<file path="config.mk">
export PLATFORM = sky130hd
export DESIGN_NAME = audio_dsm_out
export DESIGN_NICKNAME = d
export VERILOG_FILES = /design/src/rtl/audio_dsm_out.sv
export SDC_FILE = /design/constraint.sdc
export NUM_CORES = 1
export LEC_CHECK = 0
export CAP_MARGIN = 25
export CORE_MARGIN = 1.5
export CORE_UTILIZATION = 55
export CTS_CLUSTER_SIZE = 16
export DETAILED_ROUTE_END_ITERATION = 10
export GPL_TIMING_DRIVEN = 1
export PLACE_DENSITY = 0.74
export SETUP_SLACK_MARGIN = 0.3
export SKIP_LAST_GASP = 1
export SLEW_MARGIN = 40
export SYNTH_ARGS = -nofsm -noshare
export SYNTH_HDL_FRONTEND = slang
export SYNTH_SLANG_ARGS = --single-unit
</file>
<file path="constraint.sdc">
create_clock -name clk -period 14.47 [get_ports clk]
set_input_delay 3.6175 -clock clk [delete_from_list [all_inputs] [get_ports clk]]
set_output_delay 3.6175 -clock clk [all_outputs]
set_load 0.03 [all_outputs]
</file>
<file path="src/rtl/audio_dsm_out.sv">
// rtl/audio_dsm_out.sv - fractional-rate sample fetch with stereo first-order delta-sigma output
// Pending/active double buffer between the upstream sample source and the two 1-bit modulators.
module audio_dsm_out #(
   parameter int DATA_WIDTH   = 16,
   parameter int FACTOR_WIDTH = 32
) (
   input  logic                    clk,
   input  logic                    reset,
   input  logic [FACTOR_WIDTH-1:0] factor_mul,
   input  logic [FACTOR_WIDTH-1:0] factor_div,
   output logic                    sample_req,
   input  logic                    sample_valid,
   input  logic [DATA_WIDTH-1:0]   sample_l,
   input  logic [DATA_WIDTH-1:0]   sample_r,
   output logic                    audio_l,
   output logic                    audio_r,
   output logic                    underrun,
   output logic                    overrun
);

   logic [FACTOR_WIDTH:0] racc;
   logic [FACTOR_WIDTH:0] racc_sum;
   logic [FACTOR_WIDTH:0] racc_next;
   logic                  tick;

   logic [DATA_WIDTH-1:0] pend_l, pend_r;
   logic                  pend_flag;
   logic [DATA_WIDTH-1:0] act_l, act_r;

   logic [DATA_WIDTH:0]   dacc_l, dacc_r;
   logic [DATA_WIDTH-1:0] u_l, u_r;

   // One guard bit keeps racc + mul exact while racc < div.
   always_comb begin
      racc_sum  = racc + {1'b0, factor_mul};
      racc_next = racc;
      tick      = 1'b0;
      if (factor_div == '0) begin
         racc_next = racc;
      end else if (factor_mul >= factor_div) begin
         racc_next = '0;
         tick      = 1'b1;
      end else if (racc_sum >= {1'b0, factor_div}) begin
         racc_next = racc_sum - {1'b0, factor_div};
         tick      = 1'b1;
      end else begin
         racc_next = racc_sum;
      end
   end

   always_ff @(posedge clk) begin
      if (reset) begin
         racc       <= '0;
         sample_req <= 1'b0;
      end else begin
         racc       <= racc_next;
         sample_req <= tick;
      end
   end

   // A sample arriving on the tick itself bypasses pending and goes straight to active.
   always_ff @(posedge clk) begin
      if (reset) begin
         pend_l    <= '0;
         pend_r    <= '0;
         pend_flag <= 1'b0;
         act_l     <= '0;
         act_r     <= '0;
         underrun  <= 1'b0;
         overrun   <= 1'b0;
      end else if (tick && sample_valid) begin
         act_l     <= sample_l;
         act_r     <= sample_r;
         pend_flag <= 1'b0;
         if (pend_flag) overrun <= 1'b1;
      end else if (tick) begin
         if (pend_flag) begin
            act_l     <= pend_l;
            act_r     <= pend_r;
            pend_flag <= 1'b0;
         end else begin
            underrun <= 1'b1;
         end
      end else if (sample_valid) begin
         pend_l    <= sample_l;
         pend_r    <= sample_r;
         pend_flag <= 1'b1;
         if (pend_flag) overrun <= 1'b1;
      end
   end

   assign u_l = {~act_l[DATA_WIDTH-1], act_l[DATA_WIDTH-2:0]};
   assign u_r = {~act_r[DATA_WIDTH-1], act_r[DATA_WIDTH-2:0]};

   // The carry out of the offset-binary accumulator is the 1-bit output.
   always_ff @(posedge clk) begin
      if (reset) begin
         dacc_l  <= '0;
         dacc_r  <= '0;
         audio_l <= 1'b0;
         audio_r <= 1'b0;
      end else begin
         dacc_l  <= {1'b0, dacc_l[DATA_WIDTH-1:0]} + {1'b0, u_l};
         dacc_r  <= {1'b0, dacc_r[DATA_WIDTH-1:0]} + {1'b0, u_r};
         audio_l <= dacc_l[DATA_WIDTH];
         audio_r <= dacc_r[DATA_WIDTH];
      end
   end

endmodule

</file>
==> run_results.csv <==
group,metric,value,unit
global_route,use_met2,0.474,
floorplan,dieArea,19900,sq um
synth,ys_seq_area_frac,0.261,
placed_design,dpl_cell_area,11700,sq um
global_route,grt_pass1_wl,45800,microns
final_layout,n_antenna_cell,0,
detailed_routing,drc,0,
detailed_routing,postRouteAntennaNets,0,
timing,final_max_slew_viol_count,0,
worst_setup_path,crit_path_end_kind,"flop",
floorplan,die_y,141,microns
detailed_routing,routed-via-count,9796,
cts,h-tree-depth,4,
worst_setup_path,worstSetupPathType,"in -> reg",
worst_setup_path,rr_endpoint,"pend_l[4]",
floorplan,die_w,141,microns
power_and_ir_drop,irDropWorstVdd,0.110,mV
worst_setup_path,crit_chain,"clkdlybuf4s50_1, ha_1, fa_1, a211oi_1, o211ai_1, a21oi_1, o31a_1, nand2b_1, nand2_1, a221o_1, a21o_1, xor2_1, ha_1, nand2_1, or3_1, nor4_1, a22o_1, nand2_1, o211ai_1, a311oi_4, a31oi_2, nor2b_4, buf_4, mux2i_1",
timing,finalSetupViolCount,0,
cts,clk_path_buf_depth,2,
synth,syn_inst,1286,
power_and_ir_drop,p_sw_frac,0.443,
final_layout,area_delta_synth_final,16.7,%
cts,clock_latency,0.42,ns
power_and_ir_drop,p_int,0.00127,W
power_and_ir_drop,p_sw,0.00101,W
worst_hold_path,hp-start,"dacc_r[16]",
synth,synth_seq_cells,137,
power_and_ir_drop,seqPwrFrac,0.229,
timing,fin_crit,10.00,ns
timing,hold_viol_final,0,
worst_setup_path,r2r_setup_slack,7.81,ns
global_route,met3_usage,0.0367,
cts,cts_sinks,137,
placed_design,io_buffers,103,
global_route,grtUsageMet1,0.381,
power_and_ir_drop,p_clk_frac,0.190,
timing,relSlewSlack,0.432,
floorplan,fp.coreArea,18700,sq um
synth,syn_area_per_cell,8.17,sq um
placed_design,dp_hpwl,20800,microns
synth,ys_types,67,
final_layout,fin_area,12300,sq um
worst_hold_path,whs_path_depth,1,
worst_setup_path,timing.rr.start,"racc[0]",
global_route,antenna_found_initial,0,
worst_setup_path,crit_buf_inv,2,
cts,post_cts_buffers,0,
final_layout,layout.nets,1596,
synth,synth-edff-count,0,
timing,fmax,100,MHz
timing,skew,0.0143,ns
global_route,track_usage,0.284,
timing,rsz0062_at_grt,"false",
detailed_routing,vias_per_cell,6.08,
synth,netlist_top_cells_count,"143 x nand2_1, 137 x dfxtp_1, 128 x ha_1",
final_layout,drive_gt1_frac,0.0406,
cts,cts_tree,"built",
detailed_routing,wl_per_cell,17.3,microns
global_route,busiest_layer,"met2",
synth,syn_area,10500,sq um
cts,clk_pin_slew_worst_paths,0.06,ns
run,drv_cap,0,
timing,worst_pin_slew,0.852,ns
synth,synth_largest_area_cell,"dfxtp_1",
cts,cts_buffers,17,
worst_setup_path,crit_path_max_incr_delay,0.79,ns
floorplan,rows,50,
timing,setup_tns,0,ns
placed_design,gp_congestion,0.949,
power_and_ir_drop,leakage,5.52,nW
worst_setup_path,r2r_cells,23,
cts,cts-hold-fix-buffers,0,
synth,synth-async-reset-ratio,0,
cts,cts_resized,0,
timing,min_period_over_period,0.691,
worst_setup_path,cp_common_cell,"nand2_1",
power_and_ir_drop,combPwrFrac,0.581,
run_status,status,"finished, final reports clean",
synth,synth_ff_type,"dfxtp_1",
global_route,grt_pass1_vias,9319,
worst_setup_path,start_kind,"input port",
synth,synth_warnings,0,
cts,clockRootBuffer,"clkbuf_16",
synth,synthTopCellsByArea,"dfxtp_1 26%, ha_1 15%, nand2_1 5.1%",
floorplan,start_util,0.562,
worst_setup_path,path_delay_family,"compound AO/OA/AOI/OAI gates",
synth,synth_top_area_frac,0.261,
worst_hold_path,min_path_type,"reg -> reg",
synth,synth_most_common_cell,"nand2_1",
synth,syn_nets,1517,
detailed_routing,wl,27800,microns
worst_setup_path,cp.required,14.81,ns
global_route,grt-ovfl-total,0,
worst_setup_path,arrival,10.34,ns
worst_setup_path,critPathSlowestCell,"a311oi_4",
worst_hold_path,worstHoldEndpoint,"audio_r",
detailed_routing,first_pass_iters,5,
floorplan,num_io_pins,104,
detailed_routing,drt_iter0_drc,735,
global_route,grt_max_degree,76,
worst_setup_path,crit_fanout,20,
power_and_ir_drop,p_per_area,186,nW/um^2
per-layer routing:
metal | wire length [microns] | up-vias | part of all wire
met5 | 0 | - | 0
met4 | 652 | 0 | 0.023
met3 | 1380 | 53 | 0.049
met2 | 12800 | 312 | 0.46
met1 | 13000 | 4574 | 0.47
li1 | - | 4857 | -
sequential cells by signal, summed over array words and instances (netlist names), 16 cells and up:
| name | cells |
|---|---|
| dacc_l | 17 |
| racc | 33 |
| dacc_r | 17 |
| pend_r | 16 |
| act_l | 16 |
| act_r | 16 |
| pend_l | 16 |
power by group through the flow:
stage               Clock [W]  Combinational, W  Sequential, W
floorplan                   0          0.000996       0.000518
global placement            0           0.00127       0.000526
detailed placement          0           0.00129       0.000528
CTS                  0.000438           0.00130       0.000522
global route         0.000457           0.00145       0.000531
finish               0.000433           0.00133       0.000522
how the worst max path moves through the flow:
| stage | start | endpoint | slack, ns | cells after the start |
|---|---|---|---|---|
| finish | factor_mul[0] | pend_l[4] | 4.47 | 24 |
| global route | factor_mul[0] | pend_l[4] | 4.08 | 24 |
| CTS | factor_mul[0] | pend_l[4] | 4.56 | 24 |
| detailed placement | factor_mul[0] | pend_r[12] | 4.15 | 24 |
| global placement | factor_mul[0] | pend_l[0] | 4.35 | 24 |
| floorplan | factor_mul[0] | act_l[0] | 5.91 | 23 |
area by class of cell:
cell class / instances / area [sq um]
inverter: 82 / 310
clock inverter: 15 / 151
clock buffer: 17 / 425
timing repair buffer: 111 / 1090
multi-input combinational: 1016 / 7250
sequential: 137 / 2740
fill: 1615 / 6450
tap: 234 / 293
worst reg2reg max path, delay by kind of cell (launching register included):
family / cells / cell delay [ns]
buf+inv: 1 / 0.44
simple gates: 7 / 1.16
mux: 1 / 0.27
fa+ha+maj: 3 / 1.00
xor+xnor: 1 / 0.23
compound gates: 10 / 3.14
flops: 1 / 0.32
logic make-up (layout without fill, tap and decap cells):
family          after synthesis  count (layout)  share of synthesized area
compound gates              359             359                      0.236
xor+xnor                     65              65                     0.0542
fa+ha+maj                   132             132                      0.160
buf+inv                     133             225                     0.0518
flops                       137             137                      0.261
mux                          49              49                     0.0468
simple gates                411             411                      0.190
stage by stage:
stage	total power [W]	worst slack [ns]	util	std cells	hold slack (ns)
4_1_cts	0.00226	4.56	0.655	1612	0.459
3_5_place_dp	0.00182	4.15	0.624	1580	0.444
2_1_floorplan	0.00151	5.91	-	1286	0.414
6_report	0.00228	4.47	0.655	1612	0.455
3_3_place_gp	0.00180	4.35	0.624	1580	0.435
5_1_grt	0.00244	4.08	0.655	1612	0.465
placed cells by master (no fill, tap or decap), types with 12 or more instances in the layout:
| master | Yosys | layout |
|---|---|---|
| a21o_1 | 42 | 42 |
| a21oi_1 | 78 | 78 |
| a221o_1 | 37 | 37 |
| a31oi_1 | 17 | 17 |
| and2_1 | 41 | 41 |
| clkbuf_16 | 0 | 17 |
| clkdlybuf4s50_1 | 0 | 102 |
| dfxtp_1 | 137 | 137 |
| ha_1 | 128 | 128 |
| inv_1 | 82 | 81 |
| mux2i_1 | 48 | 48 |
| nand2_1 | 143 | 143 |
| nand2b_1 | 16 | 16 |
| nand3_1 | 26 | 26 |
| nand4_1 | 18 | 18 |
| nor2_1 | 73 | 70 |
| nor2b_1 | 15 | 14 |
| nor3_1 | 28 | 28 |
| nor4_1 | 13 | 13 |
| o211ai_1 | 12 | 12 |
| o21a_1 | 15 | 15 |
| o21ai_0 | 76 | 76 |
| xnor2_1 | 38 | 38 |
| xor2_1 | 27 | 27 |
(Power assumes the default switching activity.)
==> RTL change 1 (config.mk and constraints unchanged) <==
Add an input register stage for `factor_div`, without a reset; this delays it by one clock. The other inputs are not delayed to match.
--- a/src/rtl/audio_dsm_out.sv
+++ b/src/rtl/audio_dsm_out.sv
@@ -18,6 +18,12 @@
    output logic                    overrun
 );
 
+   logic [FACTOR_WIDTH-1:0] factor_div_q;
+
+   always_ff @(posedge clk) begin
+      factor_div_q <= factor_div;
+   end
+
    logic [FACTOR_WIDTH:0] racc;
    logic [FACTOR_WIDTH:0] racc_sum;
    logic [FACTOR_WIDTH:0] racc_next;
@@ -35,13 +41,13 @@
       racc_sum  = racc + {1'b0, factor_mul};
       racc_next = racc;
       tick      = 1'b0;
-      if (factor_div == '0) begin
+      if (factor_div_q == '0) begin
          racc_next = racc;
-      end else if (factor_mul >= factor_div) begin
+      end else if (factor_mul >= factor_div_q) begin
          racc_next = '0;
          tick      = 1'b1;
-      end else if (racc_sum >= {1'b0, factor_div}) begin
-         racc_next = racc_sum - {1'b0, factor_div};
+      end else if (racc_sum >= {1'b0, factor_div_q}) begin
+         racc_next = racc_sum - {1'b0, factor_div_q};
          tick      = 1'b1;
       end else begin
          racc_next = racc_sum;
Formal check against the unedited RTL: not equivalent (Yosys sat finds a counterexample within 4 cycles, from zero or initial values and one cycle with reset high).
==> RTL change 1 against the unedited design <==
  * Design area up 4.3%
  * Via count down 3.4%
  * Wire length shrank 6.1%
  * Setup slack gained 800 ps
  * Area after synthesis increased by 4.6%
  * Non-clock buffer count down 1
  * Clock power up 7.9%
  * Count of clock-buffer cells in the layout rose by 1
  * Synthesized cell count grew 0.16%
  * Power grew 1.1%
  * First-iteration DRC count decreased by 16%
  * Sequential cell count grew 32
==> RTL change 1: results (changes against the unedited design) <==
| Metric | Value |
|---|---|
| Max IR drop VDD | 0.105 mV (-5.1%) |
| Largest net degree at the start of global routing | 78 (+2.6%) |
| Min-Delay Endpoint | audio_l |
| Tot GR Track Use | 0.257 (-0.0266) |
| Post-placement cell area | 0.0122 mm2 (+4.3%) |
| Worst reg-to-reg path cell count | 22 (-4.3%) |
| Synth cell count leaders | 169 x dfxtp_1, 128 x ha_1, 125 x nor2_1 |
| First-pass GRT wire length | 42,900 um (-6.3%) |
| Status | complete, no violations |
| WHS | 445 ps (-9.87 ps) |
| Wirelength per Cell | 15.8 um (-8.5%) |
| Worst Path Arrival | 9550 ps (-790 ps) |
| Metal3 WL | 1120 um (-19%) |
| Fin nets | 1,606 (+0.63%) |
| Share of post-route cells with drive strength above 1 | 0.0648 (+0.0242) |
| Avg Cell Area, Syn | 8.53 um2 (+4.5%) |
| R2r setup slk | 8600 ps (+790 ps) |
| Leak Pwr | 5.89 nW (+6.7%) |
| Post-DP HPWL | 19,600 um (-6.0%) |
| Overall power | 2.31 mW (+1.1%) |
| Hold wc startpoint | dacc_l[16] |
| Detailed Route WL | 26,100 um (-6.1%) |
| RR Endpoint | act_r[0] |
| Synth area leaders | dfxtp_1 31%, ha_1 15%, mux2i_1 6.7% |
| P_seq | 0.612 mW (+17%) |
| Vias per cell | 5.73 (-5.8%) |
| Delay of the slowest critical-path stage | 600 ps (-190 ps) |
| GP Congestion | 0.899 (-5.2%) |
| Routed wl met2 | 12,100 um (-5.1%) |
| Sw Pwr | 0.993 mW (-1.6%) |
| Met1 wire length | 12,500 um (-4.0%) |
| Top-area cell type share of the netlist area | 0.308 (+0.0467) |
| Register area share after synthesis | 0.308 (+0.0467) |
| Adder-Cell Fraction of Synth Area | 0.153 (-0.00709) |
| Synth Area in XOR/XNOR | 0.0574 (+0.00318) |
| Clock share of power | 0.203 (+0.013) |
| Worst Tran Pin Value | 847 ps (-5.57 ps) |
| Syn_nets | 1,519 (+0.13%) |
| Clock Latency Late Sink | 440 ps (+20 ps) |
| Synth Area in Compound Gates | 0.208 (-0.0280) |
RTL change 1: worst max path at each step:
stage	from	endpoint	slack, ps	depth (start not counted)
2_1_floorplan	factor_mul[0]	act_l[0]	6320	22
3_3_place_gp	factor_mul[0]	act_r[13]	5130	23
3_5_place_dp	factor_mul[0]	act_r[7]	4980	23
4_1_cts	factor_mul[0]	act_r[0]	5320	23
5_1_grt	factor_mul[0]	act_r[0]	4920	23
6_report	factor_mul[0]	act_r[0]	5270	23
RTL change 1: area by class of cell:
class / instances / area (um2) / share of cell area
clock buffer: 18 / 439 / 0.0343
timing repair buffer: 110 / 1080 / 0.0842
clock inverter: 14 / 170 / 0.0133
inverter: 83 / 312 / 0.0244
sequential: 169 / 3380 / 0.265
tap: 265 / 332 / 0.0259
multi-input combinational: 994 / 7080 / 0.553
RTL change 1: worst max-delay path, delay by kind of cell:
kind | cells | cell delay (ps)
simple gates | 4 | 840
fa+ha+maj | 3 | 1050
buf+inv | 2 | 800
xor+xnor | 1 | 180
compound gates | 13 | 3050
==> RTL change 2 (same settings) <==
Made on the original files. `FACTOR_WIDTH`: 32 -> 16.
--- a/src/rtl/audio_dsm_out.sv
+++ b/src/rtl/audio_dsm_out.sv
@@ -2,7 +2,7 @@
 // Pending/active double buffer between the upstream sample source and the two 1-bit modulators.
 module audio_dsm_out #(
    parameter int DATA_WIDTH   = 16,
-   parameter int FACTOR_WIDTH = 32
+   parameter int FACTOR_WIDTH = 16
 ) (
    input  logic                    clk,
    input  logic                    reset,
Interface: changed (resized factor_div and factor_mul); port bits go from 104 to 72. The function was not compared with the original's and may differ.
==> RTL change 2 against the unedited design <==
  * Setup slack improved by 1500 ps
  * Clock power rose by 6.9%
  * Via count fell by 34%
  * Final cell count fell by 33%
  * Wire length fell by 33%
  * Utilization rose by 2.2 points
  * Power fell by 16%
  * Non-clock buffer count fell by 33
  * Sequential cell count fell by 16
  * Critical path depth fell by 4
  * Area after synthesis fell by 28%
  * Design area fell by 27%
  * Maximum frequency rose by 18%
  * Largest cell class unchanged
==> RTL change 2: results (changes against the unedited design) <==
| Metric | Value |
|---|---|
| Worst Path Arrival | 8800 ps (-1540 ps) |
| Met1 wire length | 8970 um (-31%) |
| Vias in the first global route | 6,370 (-32%) |
| Max IR drop VDD | 0.119 mV (+7.8%) |
| Synth cell count leaders | 121 x dfxtp_1, 92 x nor2_1, 80 x ha_1 |
| Worst Clk Skew | 11.4 ps (-2.88 ps) |
| Worst Path Max Fanout | 32 (+60%) |
| First-pass GRT wire length | 30,600 um (-33%) |
| Post-CTS sizing | 0 (unchanged) |
| Post-Place Worst Slack | 5640 ps (+1500 ps) |
| Tot GR Track Use | 0.265 (-0.0193) |
| Share of post-route cells with drive strength above 1 | 0.0606 (+0.0199) |
| Clock share of power | 0.243 (+0.053) |
| Synth Area in Compound Gates | 0.196 (-0.0408) |
| Synth Area in XOR/XNOR | 0.0488 (-0.00543) |
| Post-DP HPWL | 13,300 um (-36%) |
| Number of distinct library cells after synthesis | 60 (-10%) |
| Metal3 WL | 844 um (-39%) |
| Largest net degree at the start of global routing | 77 (+1.3%) |
| # port buffers | 71 (-31%) |
| FF/Latch Area | 0.00242 mm2 (-12%) |
| Vias | 6,504 (-34%) |
| Routed wl met2 | 8410 um (-34%) |
| Clock tree buffer depth | 2 (unchanged) |
| Slowest-stage cell, CP | or3_2 |
| Biggest regs | dacc_l: 17 flops, dacc_r: 17 flops, racc: 17 flops |
| M2 GR Usage | 0.424 (-0.0500) |
| Register area share after synthesis | 0.321 (+0.0600) |
| Status | complete, no violations |
| Top routing layer in use | met4 |
| Switch share | 0.390 (-0.0532) |
| Adder-Cell Fraction of Synth Area | 0.143 (-0.0168) |
| Met1 track utilization from global routing | 0.357 (-0.0246) |
| Rel. slew slack | 0.474 (+0.0424) |
| Leak Pwr | 3.85 nW (-30%) |
| Yosys top cell by area | dfxtp_1 |
| Post-route clock period utilization | 0.584 (-0.107) |
| R2r setup slk | 9380 ps (+1570 ps) |
| Initial DRC count | 528 (-28%) |
| Grt met3 use | 0.0551 (+0.0184) |
| Combinational gate power | 0.937 mW (-30%) |
| Synth area leaders | dfxtp_1 32%, ha_1 13%, mux2i_1 6.0% |
| # fillers | 1,045 (-35%) |
| Syn_nets | 980 (-35%) |
| Multiplexer share of the synthesized area | 0.0597 (+0.0129) |
==> RTL change 2: cell count changes after synthesis, moves of 14 or more <==
cell	delta
nor2_1	+19
nand2_1	-107
xnor2_1	-14
a21o_1	-23
nor4b_1	+32
and2_1	-39
dfxtp_1	-16
inv_1	-41
o21ai_0	-37
clkbuf_1	-20
a21oi_1	-40
ha_1	-48
==> RTL change 2: area by class of cell <==
| cell class | count | share of cell area |
|---|---|---|
| multi-input combinational | 636 | 0.533 |
| timing repair buffer | 78 | 0.0845 |
| sequential | 121 | 0.269 |
| tap | 176 | 0.0245 |
| clock buffer | 22 | 0.0538 |
| clock inverter | 10 | 0.0183 |
| inverter | 41 | 0.0171 |
==> RTL change 2: per-stage QoR <==
step | utilization | instance area [um2] | hold slack, ps | instances | power (mW)
2_1_floorplan | - | 7540 | 414 | 829 | 1.24
3_3_place_gp | 0.628 | 8340 | 417 | 1052 | 1.39
3_5_place_dp | 0.628 | 8350 | 428 | 1052 | 1.43
4_1_cts | 0.677 | 9000 | 457 | 1084 | 1.90
5_1_grt | 0.677 | 9000 | 473 | 1084 | 2.03
6_report | 0.677 | 9000 | 451 | 1084 | 1.91
==> RTL change 2: worst max-delay path: cells and delay by family <==
kind	cells	cell delay [ps]
AND/OR/NAND/NOR	5	1750
adder cells (fa/ha/maj)	3	800
AO/OA/AOI/OAI	8	1550
XOR/XNOR	1	170
buffers and inverters	3	880
==> RTL change 2: path summary, 6_finish.rpt <==
check,from,to,cells past startpoint
worst max-delay path,factor_mul[0],act_r[13],20
worst min-delay path,dacc_r[16],audio_r,1
worst max register to register,racc[0],act_r[13],19
worst min register to register,dacc_r[16],audio_r,1
